--- src/rtl/rand_delay_pkg.sv ---
// -----------------------------------------------------------------------------
// rand_delay_pkg
// Shared definitions for the random-delay FIFO and the bench models that sit
// next to it.
//   DELAY_W        - width of the per-word latency field and entry counters
//   DEFAULT_DEPTH  - default entry count
//   PTR_MAX_W      - container width for pointer comparison (covers depth 64)
//   ptr_full()     - wrap-flag pointer full test (low bits equal, MSB differs)
//   ptr_empty()    - pointer empty test (all bits equal)
// -----------------------------------------------------------------------------
package rand_delay_pkg;

    localparam int DELAY_W       = 8;
    localparam int DEFAULT_DEPTH = 8;
    localparam int PTR_MAX_W     = 8;

    typedef logic [PTR_MAX_W-1:0] ptr_ext_t;

    // Pointers are zero-extended into ptr_ext_t by the caller; aw is the
    // number of address bits, so bit aw is the wrap flag.
    function automatic logic ptr_full(ptr_ext_t wp, ptr_ext_t rp, int aw);
        ptr_ext_t diff;
        ptr_ext_t low_mask;
        ptr_ext_t msb_mask;
        diff     = wp ^ rp;
        low_mask = ~(ptr_ext_t'('1) << aw);
        msb_mask = ptr_ext_t'(1) << aw;
        return ((diff & low_mask) == '0) && ((diff & msb_mask) != '0);
    endfunction

    function automatic logic ptr_empty(ptr_ext_t wp, ptr_ext_t rp);
        return wp == rp;
    endfunction

endpackage

--- src/rtl/rand_delay_entry.sv ---
// -----------------------------------------------------------------------------
// rand_delay_entry
// Latency counter for one FIFO slot. Loaded with the sampled delay when the
// slot is written; counts down on enabled cycles and reports expiry.
//   clk_core   in   core clock
//   rst_x      in   asynchronous active-low reset
//   i_load     in   slot is written this cycle (takes priority over countdown)
//   i_delay    in   latency to load
//   i_en       in   countdown enable
//   o_expired  out  slot may be released
//
// A freshly loaded slot carries a pending flag that costs one extra enabled
// cycle after the counter reaches zero, which gives a total latency of
// 1 + delay enabled cycles from the push edge to o_valid.
// -----------------------------------------------------------------------------
module rand_delay_entry
    import rand_delay_pkg::*;
(
    input  logic               clk_core,
    input  logic               rst_x,
    input  logic               i_load,
    input  logic [DELAY_W-1:0] i_delay,
    input  logic               i_en,
    output logic               o_expired
);

    logic [DELAY_W-1:0] cnt_q, cnt_d;
    logic               pend_q, pend_d;

    // NOTE: every variable assigned here gets its hold value first, so no
    // path leaves it unassigned and no latch is inferred.
    always_comb begin
        cnt_d  = cnt_q;
        pend_d = pend_q;
        if (i_load) begin
            cnt_d  = i_delay;
            pend_d = 1'b1;
        end else if (i_en) begin
            if (cnt_q != '0) begin
                cnt_d = cnt_q - DELAY_W'(1);
            end else begin
                pend_d = 1'b0;
            end
        end
    end

    // NOTE: state registers use non-blocking assignments so every flop
    // samples the pre-edge values regardless of process ordering.
    always_ff @(posedge clk_core or negedge rst_x) begin
        if (!rst_x) begin
            cnt_q  <= '0;
            pend_q <= 1'b0;
        end else begin
            cnt_q  <= cnt_d;
            pend_q <= pend_d;
        end
    end

    assign o_expired = (cnt_q == '0) && !pend_q;

endmodule

--- src/rtl/rand_delay_fifo.sv ---
// -----------------------------------------------------------------------------
// rand_delay_fifo
// Elastic valid/ready channel that holds each accepted word for a latency
// sampled at acceptance and releases words strictly in order.
//   clk_core  in   core clock, rising edge
//   rst_x     in   asynchronous active-low reset
//   i_en      in   countdown enable (handshakes stay live when 0)
//   i_delay   in   latency for the word accepted this cycle
//   i_valid   in   upstream word valid
//   o_ready   out  upstream may push (registered-derived)
//   i_data    in   upstream word
//   o_valid   out  head word has expired and is presented
//   i_ready   in   downstream accepts
//   o_data    out  head word
//   o_level   out  occupied entries
// -----------------------------------------------------------------------------
module rand_delay_fifo
    import rand_delay_pkg::*;
#(
    parameter int P_WIDTH = 8,
    parameter int P_DEPTH = DEFAULT_DEPTH,
    parameter int P_AW    = $clog2(P_DEPTH)
)
(
    input  logic               clk_core,
    input  logic               rst_x,
    input  logic               i_en,
    input  logic [DELAY_W-1:0] i_delay,
    input  logic               i_valid,
    output logic               o_ready,
    input  logic [P_WIDTH-1:0] i_data,
    output logic               o_valid,
    input  logic               i_ready,
    output logic [P_WIDTH-1:0] o_data,
    output logic [P_AW:0]      o_level
);

    typedef logic [P_AW:0] ptr_t;

    ptr_t wptr_q, wptr_d;
    ptr_t rptr_q, rptr_d;
    ptr_t level_q, level_d;

    logic [P_WIDTH-1:0] mem_q [P_DEPTH];

    logic [P_DEPTH-1:0] load_vec;
    logic [P_DEPTH-1:0] expired_vec;
    logic [P_AW-1:0]    waddr;
    logic [P_AW-1:0]    raddr;
    logic               full;
    logic               empty;
    logic               push;
    logic               pop;

    assign waddr = wptr_q[P_AW-1:0];
    assign raddr = rptr_q[P_AW-1:0];

    // Full/empty come only from registered pointers, so o_ready has no
    // combinational path from i_ready: a pop at full frees a slot for the
    // following cycle, not this one.
    assign full  = ptr_full(ptr_ext_t'(wptr_q), ptr_ext_t'(rptr_q), P_AW);
    assign empty = ptr_empty(ptr_ext_t'(wptr_q), ptr_ext_t'(rptr_q));

    assign o_ready = !full;
    // Only the head is examined, so an expired younger word waits behind
    // an older one that is still counting.
    assign o_valid = !empty && expired_vec[raddr];
    assign o_data  = mem_q[raddr];
    assign o_level = level_q;

    assign push = i_valid && o_ready;
    assign pop  = o_valid && i_ready;

    always_comb begin
        wptr_d  = wptr_q;
        rptr_d  = rptr_q;
        level_d = level_q;
        if (push) begin
            wptr_d = wptr_q + ptr_t'(1);
        end
        if (pop) begin
            rptr_d = rptr_q + ptr_t'(1);
        end
        case ({push, pop})
            2'b10:   level_d = level_q + ptr_t'(1);
            2'b01:   level_d = level_q - ptr_t'(1);
            default: level_d = level_q;
        endcase
    end

    always_ff @(posedge clk_core or negedge rst_x) begin
        if (!rst_x) begin
            wptr_q  <= '0;
            rptr_q  <= '0;
            level_q <= '0;
        end else begin
            wptr_q  <= wptr_d;
            rptr_q  <= rptr_d;
            level_q <= level_d;
        end
    end

    // NOTE: the data array has no reset; stale contents are unreachable
    // because o_valid is gated by the reset pointers, and leaving it out
    // keeps the array mappable to plain RAM.
    always_ff @(posedge clk_core) begin
        if (push) begin
            mem_q[waddr] <= i_data;
        end
    end

    for (genvar gi = 0; gi < P_DEPTH; gi++) begin : g_entry
        assign load_vec[gi] = push && (waddr == P_AW'(gi));

        rand_delay_entry u_entry (
            .clk_core  (clk_core),
            .rst_x     (rst_x),
            .i_load    (load_vec[gi]),
            .i_delay   (i_delay),
            .i_en      (i_en),
            .o_expired (expired_vec[gi])
        );
    end

endmodule

--- config.mk ---
export PLATFORM = sky130hd
export DESIGN_NAME = rand_delay_fifo
export DESIGN_NICKNAME = d
export VERILOG_FILES = /design/src/rtl/rand_delay_pkg.sv /design/src/rtl/rand_delay_entry.sv /design/src/rtl/rand_delay_fifo.sv
export SDC_FILE = /design/constraint.sdc
export NUM_CORES = 1
export LEC_CHECK = 0
export BUFFER_PORTS_ARGS = -buffer_cell sky130_fd_sc_hd__buf_2
export CAP_MARGIN = 20
export CORE_ASPECT_RATIO = 1.1
export CORE_MARGIN = 1.5
export CORE_UTILIZATION = 30
export CTS_CLUSTER_SIZE = 24
export DETAILED_ROUTE_END_ITERATION = 8
export SLEW_MARGIN = 30
export SYNTH_ARGS = -nofsm -noshare
export SYNTH_HDL_FRONTEND = slang
export SYNTH_SLANG_ARGS = --single-unit
--- constraint.sdc ---
create_clock -name clk_core -period 8.75 [get_ports clk_core]
set_clock_uncertainty 0.1 [all_clocks]
set_input_delay 0.4375 -clock clk_core [delete_from_list [all_inputs] [get_ports clk_core]]
set_output_delay 0.4375 -clock clk_core [all_outputs]
set_load 0.01 [all_outputs]
==> results by group <==
Outcome
  • Status: completed

Yosys
  • Mapped cell area: 0.00721 sq mm
  • Synth area leaders: dfrtp_1, edfxtp_1, xnor2_1
  • #FFs+latches synth: 148
  • Post-synth top area cell: dfrtp_1
  • Most common cell in the netlist: dfrtp_1
  • Area share of the largest cell type after synthesis: 29.2%
  • Post-synth EDFFs: 64
  • Ys async rst share: 56.8%
  • Synth top cells by count: dfrtp_1, edfxtp_1, nor2_1, nand2_1, xnor2_1
  • Syn Inst Count: 620
  • Avg Cell Area, Syn: ~12 sq um
  • Synth warn: 0
  • Post-synth top flop: dfrtp_1
  • Net Count, Synth: 660
  • Netlist cell types: 57
  • Sequential area share after synthesis: 55.8%

Global route
  • GRT Util Overall: 13.5%
  • Total gr overflow: 0
  • Vias in the first global route: 4635
  • First-pass GRT wire length: between 20 and 30 mm
  • Largest net degree at the start of global routing: 46
  • Initial antenna violation count: 1

Floorplan
  • Chip height: ~170 um
  • Site Rows: 59
  • Initial core utilization: 30.5%
  • Core area: 0.0236 sq mm
  • Die X: 151 um
  • I/O Pins: 35
  • Die ar.: 0.0250 sq mm

Place
  • Routability cong.: between 0.7 and 0.8
  • PortBufs: 34
  • HPWL Detailed: approximately 10 mm
  • Setup WS pre-CTS: between 5 and 6 ns

Clocking
  • Sinks on Clock Net: 148
  • CTS root buf: clkbuf_16
  • Worst-path clk slew: 0.07 ns
  • CTS Buffer Depth: 2
  • CTS H-tree depth: 4
  • Post-CTS setup buffers: 0
  • Num CTS Buffers: 17
  • Clk_lat worst skew: 0.43 ns
  • CTS tree: built

Hold path
  • HP Class: input port to flop

Setup path
  • Kind of cell adding the most delay to the critical path: simple AND/OR/NAND/NOR gates
  • CP Max Fanout: 5
  • CP cell instances: inv_1 > ha_1 > or4b_1 > nor4_1 > o311a_1 > a22oi_4 > nor2b_4 > ha_1 > ha_1 > a21o_1 > a21oi_1 > xnor2_1 > nor2_1 > xor2_1
  • CP Class: flop to flop
  • CP Launch Type: flop
  • Most used cell, CP: ha_1
  • Worst Setup End Kind: flop
  • CP peak stage delay: 0.53 ns
  • Worst endpoint required time: 8.97 ns
  • Crit path arrival time: 3.63 ns
  • Worst Path Buf+Inv: 1
  • Slowest CP cell: or4b_1

Pwr
  • P per Cell Area: between 300 and 400 mW/mm^2
  • Pleak: 3.07 nW
  • VDD IR-drop max: 0.000193 V
  • Design Power: between 2 and 3 mW

Cells and area
  • Layout cells sized above 1: 18.0%
  • Reg area: 0.00403 sq mm
  • P&R area growth vs syn: 14.7%
  • Area of the multi-input gates: 0.00293 sq mm
  • Final Core Density: a little over a third
  • Ant diodes: 0
  • Fill cells: 2330
  • Final net count: 687

Timing
  • Final setup vio count: 0
  • Least-Margin Pin Slew: 0.931 ns
  • Final Max Slew Viols: 0
  • Worst setup margin: approximately 5.3 ns
  • RSZ-0062 raised after global routing: no
  • Final hold viol count: 0
  • Fin Setup TNS: 0 ns
  • Worst Hold Slack: 0.173 ns
  • Final worst path period need: 3.41 ns
  • FMAX: 0.293 GHz
  • Period utilization: 39.0%
  • Headroom to the max-slew limit: 37.7%

Routing
  • Final ANT Viol Nets: 0
  • Vias: 4641
  • Wirelength per Cell: 15.9 um
  • DRC: 0
  • Drt total wl: around 15 mm
  • Via density: 4.81
  • Pre-antenna DRT Iters: 4
  • 1st-iter DRT viols: 305

Job
  • Max_cap viols: 0
layer usage:
layer	wire length, um	global-route usage [%]
met1	7270	17.9
met2	7160	21.7
met3	673	3.08
met4	250	4.46
met5	15	0
where the power goes:
part,internal (mW),switching (mW)
Sequential,0.964,0.196
Combinational,0.392,0.428
Clock,0.388,0.347
stage by stage:
step / instance area [sq um] / std cells
after floorplan: 7210 / 620
after global placement: 7640 / 932
after detailed placement: 7640 / 932
after CTS: 8260 / 965
after global routing: 8270 / 965
final: 8270 / 965
kinds of logic (layout without fill, tap and decap cells):
| kind of cell | after synthesis | in the layout | share of synthesized area, % |
|---|---|---|---|
| xor+xnor | 67 | 67 | 8.25 |
| compound gates | 101 | 101 | 8.25 |
| buf+inv | 60 | 100 | 3.71 |
| simple gates | 195 | 195 | 13.4 |
| mux | 30 | 30 | 7.19 |
| flops | 148 | 148 | 55.8 |
| fa+ha+maj | 19 | 19 | 3.40 |
layout make-up:
cell class              instances  area share [%]
clock inverters                15            2.27
inverters                      31            1.41
clock buffers                  17            5.15
flip-flops and latches        148            48.7
repair buffers                 37            2.39
multi-input cells             412            35.5
well taps                     305            4.62
registers in the layout, summed over array words and instances, names as in the netlist:
register                flops
g_entry.u_entry.cnt_q      64
mem_q                      64
g_entry.u_entry.pend_q      8
o_level                     4
rptr_q                      4
wptr_q                      4
placed cells by master (no fill, tap or decap), drive strengths merged, types with 6 or more instances in the layout:
cell type,netlist,routed
a21oi,37,37
buf,20,36
clkbuf,9,17
clkinv,1,9
dfrtp,84,84
edfxtp,64,64
ha,18,18
inv,30,36
mux2,14,14
mux4,16,16
nand2,57,57
nor2,64,64
nor3,16,16
nor4,17,17
o21ai,40,40
o31ai,6,6
or3,6,6
xnor2,50,50
xor2,17,17
path summary, 6_finish.rpt:
| kind | from | slack (ns) | cells after the start | endpoint |
|---|---|---|---|---|
| max | g_entry[4].u_entry.cnt_q[0] | 5.34 | 14 | o_level[3] |
| min | i_data[0] | 0.17 | 1 | mem_q[3][0] |
| max reg2reg | g_entry[4].u_entry.cnt_q[0] | 5.34 | 14 | o_level[3] |
| min reg2reg | g_entry[7].u_entry.pend_q | 0.38 | 2 | g_entry[7].u_entry.pend_q |
| max in group asynchronous | rst_x | 7.10 | 3 | rptr_q[1] |
| min in group asynchronous | rst_x | 0.41 | 2 | g_entry[1].u_entry.cnt_q[3] |
repair_timing:
item	4_1_cts	5_1_grt
endpoints found under the hold margin	39	0
hold buffers	1	0
gates resized for setup	0	0
(Power assumes the default switching activity.)
